File: src/rtl/div_scheduler_if.sv
// Request/response/divider bundle for div_scheduler: two request ports, one response port,
// and the control/data link to an external unsigned iterative divider.
interface div_scheduler_if;
    logic        req0_valid;
    logic        req0_ready;
    logic [31:0] req0_a;
    logic [31:0] req0_b;
    logic        req0_signed;
    logic        req1_valid;
    logic        req1_ready;
    logic [31:0] req1_a;
    logic [31:0] req1_b;
    logic        req1_signed;
    logic        rsp_valid;
    logic        rsp_ready;
    logic        rsp_id;
    logic [31:0] rsp_q;
    logic [31:0] rsp_r;
    logic        rsp_dz;
    logic        rsp_to;
    logic [31:0] div_a;
    logic [31:0] div_b;
    logic        div_load;
    logic        div_ena;
    logic [31:0] div_q;
    logic [31:0] div_r;
    logic        div_dne;

    modport master (
        input  req0_valid, req0_a, req0_b, req0_signed,
        input  req1_valid, req1_a, req1_b, req1_signed,
        input  rsp_ready, div_q, div_r, div_dne,
        output req0_ready, req1_ready,
        output rsp_valid, rsp_id, rsp_q, rsp_r, rsp_dz, rsp_to,
        output div_a, div_b, div_load, div_ena
    );

    modport slave (
        output req0_valid, req0_a, req0_b, req0_signed,
        output req1_valid, req1_a, req1_b, req1_signed,
        output rsp_ready, div_q, div_r, div_dne,
        input  req0_ready, req1_ready,
        input  rsp_valid, rsp_id, rsp_q, rsp_r, rsp_dz, rsp_to,
        input  div_a, div_b, div_load, div_ena
    );
endinterface

File: src/rtl/div_scheduler.sv
// Two-port round-robin front end for an external unsigned iterative divider: handles sign
// fix-up, divide-by-zero short cut and a watchdog on the divider's done strobe.
module div_scheduler #(
    parameter int unsigned MAX_CYCLES = 40
) (
    input  logic            clk,
    input  logic            rst,
    div_scheduler_if.master io_bus
);
    localparam int unsigned CntW = (MAX_CYCLES > 1) ? $clog2(MAX_CYCLES) : 1;

    typedef enum logic [2:0] {StIdle, StLoad, StRun, StFix, StResp} state_e;

    state_e          r_state;
    logic            r_ptr;
    logic [CntW-1:0] r_cnt;
    logic            r_neg_q;
    logic            r_neg_r;
    logic [31:0]     r_q_mag;
    logic [31:0]     r_r_mag;
    logic            r_rsp_valid;
    logic            r_rsp_id;
    logic [31:0]     r_rsp_q;
    logic [31:0]     r_rsp_r;
    logic            r_rsp_dz;
    logic            r_rsp_to;
    logic [31:0]     r_div_a;
    logic [31:0]     r_div_b;
    logic            r_div_load;
    logic            r_div_ena;

    logic            w_grant;
    logic            w_idle;
    logic            w_ready0;
    logic            w_ready1;
    logic            w_accept;
    logic [31:0]     w_a;
    logic [31:0]     w_b;
    logic            w_sgn;
    logic [31:0]     w_abs_a;
    logic [31:0]     w_abs_b;

    // A lone requester wins outright; the pointer only breaks ties.
    always_comb begin
        w_grant = r_ptr;
        if (io_bus.req0_valid && !io_bus.req1_valid) begin
            w_grant = 1'b0;
        end else if (!io_bus.req0_valid && io_bus.req1_valid) begin
            w_grant = 1'b1;
        end
    end

    assign w_idle   = !rst && (r_state == StIdle);
    assign w_ready0 = w_idle && io_bus.req0_valid && !w_grant;
    assign w_ready1 = w_idle && io_bus.req1_valid && w_grant;
    assign w_accept = w_ready0 || w_ready1;

    assign w_a   = w_grant ? io_bus.req1_a : io_bus.req0_a;
    assign w_b   = w_grant ? io_bus.req1_b : io_bus.req0_b;
    assign w_sgn = w_grant ? io_bus.req1_signed : io_bus.req0_signed;

    // 0x80000000 negates to itself, which is the correct unsigned magnitude.
    assign w_abs_a = (w_sgn && w_a[31]) ? (~w_a + 32'd1) : w_a;
    assign w_abs_b = (w_sgn && w_b[31]) ? (~w_b + 32'd1) : w_b;

    always_ff @(posedge clk) begin
        if (rst) begin
            r_state     <= StIdle;
            r_ptr       <= 1'b0;
            r_cnt       <= '0;
            r_neg_q     <= 1'b0;
            r_neg_r     <= 1'b0;
            r_q_mag     <= '0;
            r_r_mag     <= '0;
            r_rsp_valid <= 1'b0;
            r_rsp_id    <= 1'b0;
            r_rsp_q     <= '0;
            r_rsp_r     <= '0;
            r_rsp_dz    <= 1'b0;
            r_rsp_to    <= 1'b0;
            r_div_a     <= '0;
            r_div_b     <= '0;
            r_div_load  <= 1'b0;
            r_div_ena   <= 1'b0;
        end else begin
            unique case (r_state)
                StIdle: begin
                    if (w_accept) begin
                        r_ptr    <= ~w_grant;
                        r_rsp_id <= w_grant;
                        r_rsp_dz <= 1'b0;
                        r_rsp_to <= 1'b0;
                        r_neg_q  <= w_sgn && (w_a[31] ^ w_b[31]);
                        r_neg_r  <= w_sgn && w_a[31];
                        if (w_b == '0) begin
                            r_rsp_q     <= '1;
                            r_rsp_r     <= w_a;
                            r_rsp_dz    <= 1'b1;
                            r_rsp_valid <= 1'b1;
                            r_state     <= StResp;
                        end else begin
                            r_div_a    <= w_abs_a;
                            r_div_b    <= w_abs_b;
                            r_div_load <= 1'b1;
                            r_div_ena  <= 1'b1;
                            r_state    <= StLoad;
                        end
                    end
                end
                StLoad: begin
                    r_div_load <= 1'b0;
                    r_cnt      <= '0;
                    r_state    <= StRun;
                end
                StRun: begin
                    if (io_bus.div_dne) begin
                        r_q_mag   <= io_bus.div_q;
                        r_r_mag   <= io_bus.div_r;
                        r_div_ena <= 1'b0;
                        r_state   <= StFix;
                    end else if (r_cnt == CntW'(MAX_CYCLES - 1)) begin
                        r_div_ena   <= 1'b0;
                        r_rsp_q     <= '0;
                        r_rsp_r     <= '0;
                        r_rsp_to    <= 1'b1;
                        r_rsp_valid <= 1'b1;
                        r_state     <= StResp;
                    end else begin
                        r_cnt <= r_cnt + CntW'(1);
                    end
                end
                StFix: begin
                    r_rsp_q     <= r_neg_q ? (~r_q_mag + 32'd1) : r_q_mag;
                    r_rsp_r     <= r_neg_r ? (~r_r_mag + 32'd1) : r_r_mag;
                    r_rsp_valid <= 1'b1;
                    r_state     <= StResp;
                end
                StResp: begin
                    if (io_bus.rsp_ready) begin
                        r_rsp_valid <= 1'b0;
                        r_state     <= StIdle;
                    end
                end
                default: r_state <= StIdle;
            endcase
        end
    end

    assign io_bus.req0_ready = w_ready0;
    assign io_bus.req1_ready = w_ready1;
    assign io_bus.rsp_valid  = r_rsp_valid;
    assign io_bus.rsp_id     = r_rsp_id;
    assign io_bus.rsp_q      = r_rsp_q;
    assign io_bus.rsp_r      = r_rsp_r;
    assign io_bus.rsp_dz     = r_rsp_dz;
    assign io_bus.rsp_to     = r_rsp_to;
    assign io_bus.div_a      = r_div_a;
    assign io_bus.div_b      = r_div_b;
    assign io_bus.div_load   = r_div_load;
    assign io_bus.div_ena    = r_div_ena;
endmodule

File: src/flat_wrapper.sv
// flat-port wrapper written by rule: the top's interface ports become plain ports
module div_scheduler_flat 
#(
    parameter int unsigned MAX_CYCLES = 40
)
  (clk, rst, io_bus_req0_valid, io_bus_req0_a, io_bus_req0_b, io_bus_req0_signed, io_bus_req1_valid, io_bus_req1_a, io_bus_req1_b, io_bus_req1_signed, io_bus_rsp_ready, io_bus_div_q, io_bus_div_r, io_bus_div_dne, io_bus_req0_ready, io_bus_req1_ready, io_bus_rsp_valid, io_bus_rsp_id, io_bus_rsp_q, io_bus_rsp_r, io_bus_rsp_dz, io_bus_rsp_to, io_bus_div_a, io_bus_div_b, io_bus_div_load, io_bus_div_ena);
  div_scheduler_if io_bus_i ();
  input  logic clk;
  input  logic rst;
  input wire logic [$bits(io_bus_i.req0_valid)-1:0] io_bus_req0_valid;
  input wire logic [$bits(io_bus_i.req0_a)-1:0] io_bus_req0_a;
  input wire logic [$bits(io_bus_i.req0_b)-1:0] io_bus_req0_b;
  input wire logic [$bits(io_bus_i.req0_signed)-1:0] io_bus_req0_signed;
  input wire logic [$bits(io_bus_i.req1_valid)-1:0] io_bus_req1_valid;
  input wire logic [$bits(io_bus_i.req1_a)-1:0] io_bus_req1_a;
  input wire logic [$bits(io_bus_i.req1_b)-1:0] io_bus_req1_b;
  input wire logic [$bits(io_bus_i.req1_signed)-1:0] io_bus_req1_signed;
  input wire logic [$bits(io_bus_i.rsp_ready)-1:0] io_bus_rsp_ready;
  input wire logic [$bits(io_bus_i.div_q)-1:0] io_bus_div_q;
  input wire logic [$bits(io_bus_i.div_r)-1:0] io_bus_div_r;
  input wire logic [$bits(io_bus_i.div_dne)-1:0] io_bus_div_dne;
  output wire logic [$bits(io_bus_i.req0_ready)-1:0] io_bus_req0_ready;
  output wire logic [$bits(io_bus_i.req1_ready)-1:0] io_bus_req1_ready;
  output wire logic [$bits(io_bus_i.rsp_valid)-1:0] io_bus_rsp_valid;
  output wire logic [$bits(io_bus_i.rsp_id)-1:0] io_bus_rsp_id;
  output wire logic [$bits(io_bus_i.rsp_q)-1:0] io_bus_rsp_q;
  output wire logic [$bits(io_bus_i.rsp_r)-1:0] io_bus_rsp_r;
  output wire logic [$bits(io_bus_i.rsp_dz)-1:0] io_bus_rsp_dz;
  output wire logic [$bits(io_bus_i.rsp_to)-1:0] io_bus_rsp_to;
  output wire logic [$bits(io_bus_i.div_a)-1:0] io_bus_div_a;
  output wire logic [$bits(io_bus_i.div_b)-1:0] io_bus_div_b;
  output wire logic [$bits(io_bus_i.div_load)-1:0] io_bus_div_load;
  output wire logic [$bits(io_bus_i.div_ena)-1:0] io_bus_div_ena;
  assign io_bus_i.req0_valid = io_bus_req0_valid;
  assign io_bus_i.req0_a = io_bus_req0_a;
  assign io_bus_i.req0_b = io_bus_req0_b;
  assign io_bus_i.req0_signed = io_bus_req0_signed;
  assign io_bus_i.req1_valid = io_bus_req1_valid;
  assign io_bus_i.req1_a = io_bus_req1_a;
  assign io_bus_i.req1_b = io_bus_req1_b;
  assign io_bus_i.req1_signed = io_bus_req1_signed;
  assign io_bus_i.rsp_ready = io_bus_rsp_ready;
  assign io_bus_i.div_q = io_bus_div_q;
  assign io_bus_i.div_r = io_bus_div_r;
  assign io_bus_i.div_dne = io_bus_div_dne;
  assign io_bus_req0_ready = io_bus_i.req0_ready;
  assign io_bus_req1_ready = io_bus_i.req1_ready;
  assign io_bus_rsp_valid = io_bus_i.rsp_valid;
  assign io_bus_rsp_id = io_bus_i.rsp_id;
  assign io_bus_rsp_q = io_bus_i.rsp_q;
  assign io_bus_rsp_r = io_bus_i.rsp_r;
  assign io_bus_rsp_dz = io_bus_i.rsp_dz;
  assign io_bus_rsp_to = io_bus_i.rsp_to;
  assign io_bus_div_a = io_bus_i.div_a;
  assign io_bus_div_b = io_bus_i.div_b;
  assign io_bus_div_load = io_bus_i.div_load;
  assign io_bus_div_ena = io_bus_i.div_ena;
  div_scheduler #(.MAX_CYCLES(MAX_CYCLES)) u_core (.clk(clk), .rst(rst), .io_bus(io_bus_i));
endmodule
File: config.mk
export PLATFORM = sky130hd
export DESIGN_NAME = div_scheduler_flat
export DESIGN_NICKNAME = d
export VERILOG_FILES = /design/src/rtl/div_scheduler_if.sv /design/src/rtl/div_scheduler.sv /design/src/flat_wrapper.sv
export SDC_FILE = /design/constraint.sdc
export NUM_CORES = 1
export LEC_CHECK = 0
export CORE_ASPECT_RATIO = 1.25
export CORE_UTILIZATION = 49
export DETAILED_ROUTE_END_ITERATION = 6
export GPL_ROUTABILITY_DRIVEN = 0
export GPL_TIMING_DRIVEN = 0
export PLACE_DENSITY = 0.85
export RECOVER_POWER = 100
export SYNTH_ARGS = -nofsm -noshare
export SYNTH_HDL_FRONTEND = slang
export SYNTH_SLANG_ARGS = --single-unit
File: constraint.sdc
create_clock -name clk -period 4.6 [get_ports clk]
set_clock_uncertainty 0.05 [all_clocks]
set_input_delay 0.92 -clock clk [delete_from_list [all_inputs] [get_ports clk]]
set_output_delay 0.92 -clock clk [all_outputs]
set_load 0.01 [all_outputs]
==> results.yml <==
status:
  status: "complete, no violations"
grt:
  overflow: 0
  track_usage_pct: 34.4
  grt_pass1_wl_um: 67000
  met3_usage_pct: 4.72
  grt_pass1_vias: 12500
  grt_busiest_layer: "met2"
  grt_start_max_net_pins: 16
  use_met1_pct: 40.1
  antenna_found_initial: 0
  globalRouteMet2Util_pct: 60.4
sta:
  relSlewSlack_pct: 17.8
  period_minus_slack_ps: 4430
  max_freq_mhz: 226
  setup_viol: 0
  hold_violations: 0
  worstMarginPinSlew_ps: 1230
  slew_viol_final: 0
  fin_ws_ps: 175
  period_share_pct: 96.2
  tns_ps: 0
  holdWs_ps: 402
logic_synthesis:
  syn_avg_cell_area_um2: 8.02
  synth_seq_area_share_pct: 35.2
  syn_area_mm2: 0.0119
  async_flop_share_pct: 0
  synth_seq_cells: 210
  synth_cell_types: 72
  ys.flop_type: "dfxtp_1"
  ys_warn_count: 0
  syn-num-nets: 1694
  synth_cells: 1489
  synth_edf_count: 0
worst_setup_path:
  cp_max_fo: 10
  crit_path_end_kind: "flop"
  critPathRequiredTime_ps: 4920
  cp.arrival_ps: 4750
  crit_path_start_kind: "input pin"
  criticalPathCategory: "input pin to flop"
placed_design:
  place_area_mm2: 0.0157
  port_buffers: 334
  hpwl_um: 34100
  preCtsSetupSlack_ps: -1250
power:
  total_power_mw: 8.50
  power_leakage_nw: 6.44
  power_density_mw_per_mm2: 512
  vdd_ir_drop_max_mv: 0.317
finish:
  area_growth_pct: 39.0
  finalNetCount: 2056
  diodes: 0
  stdcell_area_mm2: 0.0166
  drive_above_1_share_pct: 7.34
  fill_cells: 1961
routing:
  drt_wl_total_um: 44200
  drc_errors: 0
  drtIter0Drc: 879
  vias_per_cell: 5.95
  first_pass_iters: 7
  ant_nets: 0
  post_drt_wl_per_cell_um: 20.2
  vias: 13000
die:
  die-height_um: 177
  ioPinCount: 336
  coreArea_mm2: 0.0238
  initial_core_util_pct: 50.2
  die_w_um: 142
  die-area_mm2: 0.0250
  core.rowCount: 63
worst_hold_path:
  hold_path.class: "flop to flop"
flow_run:
  maxCapViolCount: 0
cts:
  cts.root.buffer_cell: "clkbuf_16"
  cts_sinks: 210
  insertion_delay_ps: 510
  clkSlewWorstSetupHoldPaths_ps: 70
  cts_max_level: 1
  cts_buffer_depth: 3
  cts_buffers: 22
  cts_tree: "done"
[worst max-delay path, stage by stage]
cell,delay [ps]
dlygate4sd2_1,460
nand2b_2,150
a21oi_4,200
buf_6,230
buf_12,180
mux2_2,400
inv_1,70
ha_1,190
nor2b_1,150
mux2i_1,160
nor4b_4,430
and4_4,340
a21oi_2,140
nor2_2,210
buf_4,200
buf_4,210
a211oi_1,100
[state kept, by name, indices dropped and copies added, names as in the netlist]
register                 cells
u_core.io_bus.div_a         32
u_core.io_bus.div_b         32
u_core.io_bus.div_ena        1
u_core.io_bus.div_load       1
u_core.io_bus.rsp_dz         1
u_core.io_bus.rsp_id         1
u_core.io_bus.rsp_q         32
u_core.io_bus.rsp_r         32
u_core.io_bus.rsp_to         1
u_core.io_bus.rsp_valid      1
u_core.r_cnt                 6
u_core.r_neg_q               1
u_core.r_neg_r               1
u_core.r_ptr                 1
u_core.r_q_mag              32
u_core.r_r_mag              32
u_core.r_state               3
[cell usage after synthesis (4+ instances only)]
cell        n  area, um2
nor3_1     52        260
a22oi_1     9       67.6
nand2_1   198        743
a21oi_1   161        806
o21a_1      8       60.1
mux2_2     12        135
nor4_1      8       50.1
buf_4       6       45.0
a41oi_1     4       35.0
buf_6       9        101
a31oi_1    14       87.6
or4_1       5       37.5
mux2i_1    37        370
or3_1      18        113
o221ai_1    5       43.8
dfxtp_1   210       4200
nor2b_1    23        144
and3_1      5       31.3
ha_1        5       62.6
a22o_1     18        158
nand4_1     6       37.5
xnor2_1    71        622
o21ai_1    11       55.1
buf_2      20        100
a21o_1      4       30.0
inv_1      32        120
nand2b_1   13       81.3
o22ai_1    17        106
clkbuf_1   71        267
o21ai_0    48        240
and2_1      6       37.5
o41ai_1    12        105
nor2_1     99        372
o221a_1    16        180
o31ai_1    34        255
or2_2      18        113
a211oi_1   71        533
xor2_1     51        447
nand3_1    27        135
nand4b_1    4       35.0
buf_1       5       18.8
[metrics by stage]
stage	utilization (%)	instances
after floorplan	-	1489
final	69.7	2192
after detailed placement	65.9	2148
after global placement	65.9	2148
after CTS	69.5	2189
after global routing	69.7	2192
[where the power goes]
group | internal [mW] | switching [mW]
logic | 1.66 | 2.22
registers | 2.26 | 0.333
clock network | 1.24 | 0.787
[area by class of cell]
class                   instances  area (um2)  area share [%]
multi-input cells            1135        7110            42.8
flip-flops and latches        210        4200            25.3
repair buffers                338        3380            20.4
clock buffers                  26         617            3.72
plain buffers                 112         559            3.37
well taps                     325         407            2.45
clock inverters                14         208            1.25
inverters                      32         120           0.723
[cells by family after synthesis]
logic type / after synthesis / synth area share (%)
DFF: 210 / 35.2
buffers and inverters: 144 / 5.62
and+or+nand+nor: 508 / 20.5
muxes: 49 / 4.23
AOI/OAI and AO/OA: 451 / 25.0
adders and majority gates: 5 / 0.524
xor gates and xnor gates: 122 / 8.95
[path summary, 6_finish.rpt]
| path | slack [ps] | startpoint | cells past startpoint | endpoint |
|---|---|---|---|---|
| hold / removal | 400 | u_core.io_bus.rsp_dz | 2 | u_core.io_bus.rsp_dz |
| hold reg to reg | 400 | u_core.io_bus.rsp_dz | 2 | u_core.io_bus.rsp_dz |
| setup reg to reg | 490 | u_core.r_ptr | 13 | u_core.io_bus.div_a[28] |
| setup / recovery | 170 | io_bus_req0_valid | 17 | u_core.io_bus.rsp_r[24] |
[routing by layer]
| layer | wire (um) | up-vias |
|---|---|---|
| li1 | - | 6078 |
| met1 | 16600 | 6034 |
| met4 | 2700 | 0 |
| met2 | 21200 | 737 |
| met5 | 0 | - |
| met3 | 3620 | 183 |
[placed cells by master (no fill, tap or decap), types with 27 or more instances in the layout]
cell	Yosys	routed
dfxtp_1	210	210
nand2_1	198	198
clkdlybuf4s50_1	0	197
a21oi_1	161	160
dlygate4sd3_1	0	135
nor2_1	99	99
clkbuf_1	71	72
a211oi_1	71	71
xnor2_1	71	71
nor3_1	52	52
xor2_1	51	51
o21ai_0	48	48
mux2i_1	37	37
o31ai_1	34	34
inv_1	32	32
nand3_1	27	27
[what timing repair did]
action | CTS | global route
hold buffers | 0 | 0
buffers inserted | 1 | 3
pin swaps | 1 | 3
resized for setup | 10 | 10
endpoints found under the setup margin | 133 | 104
Power figures use the tool's default switching activity.
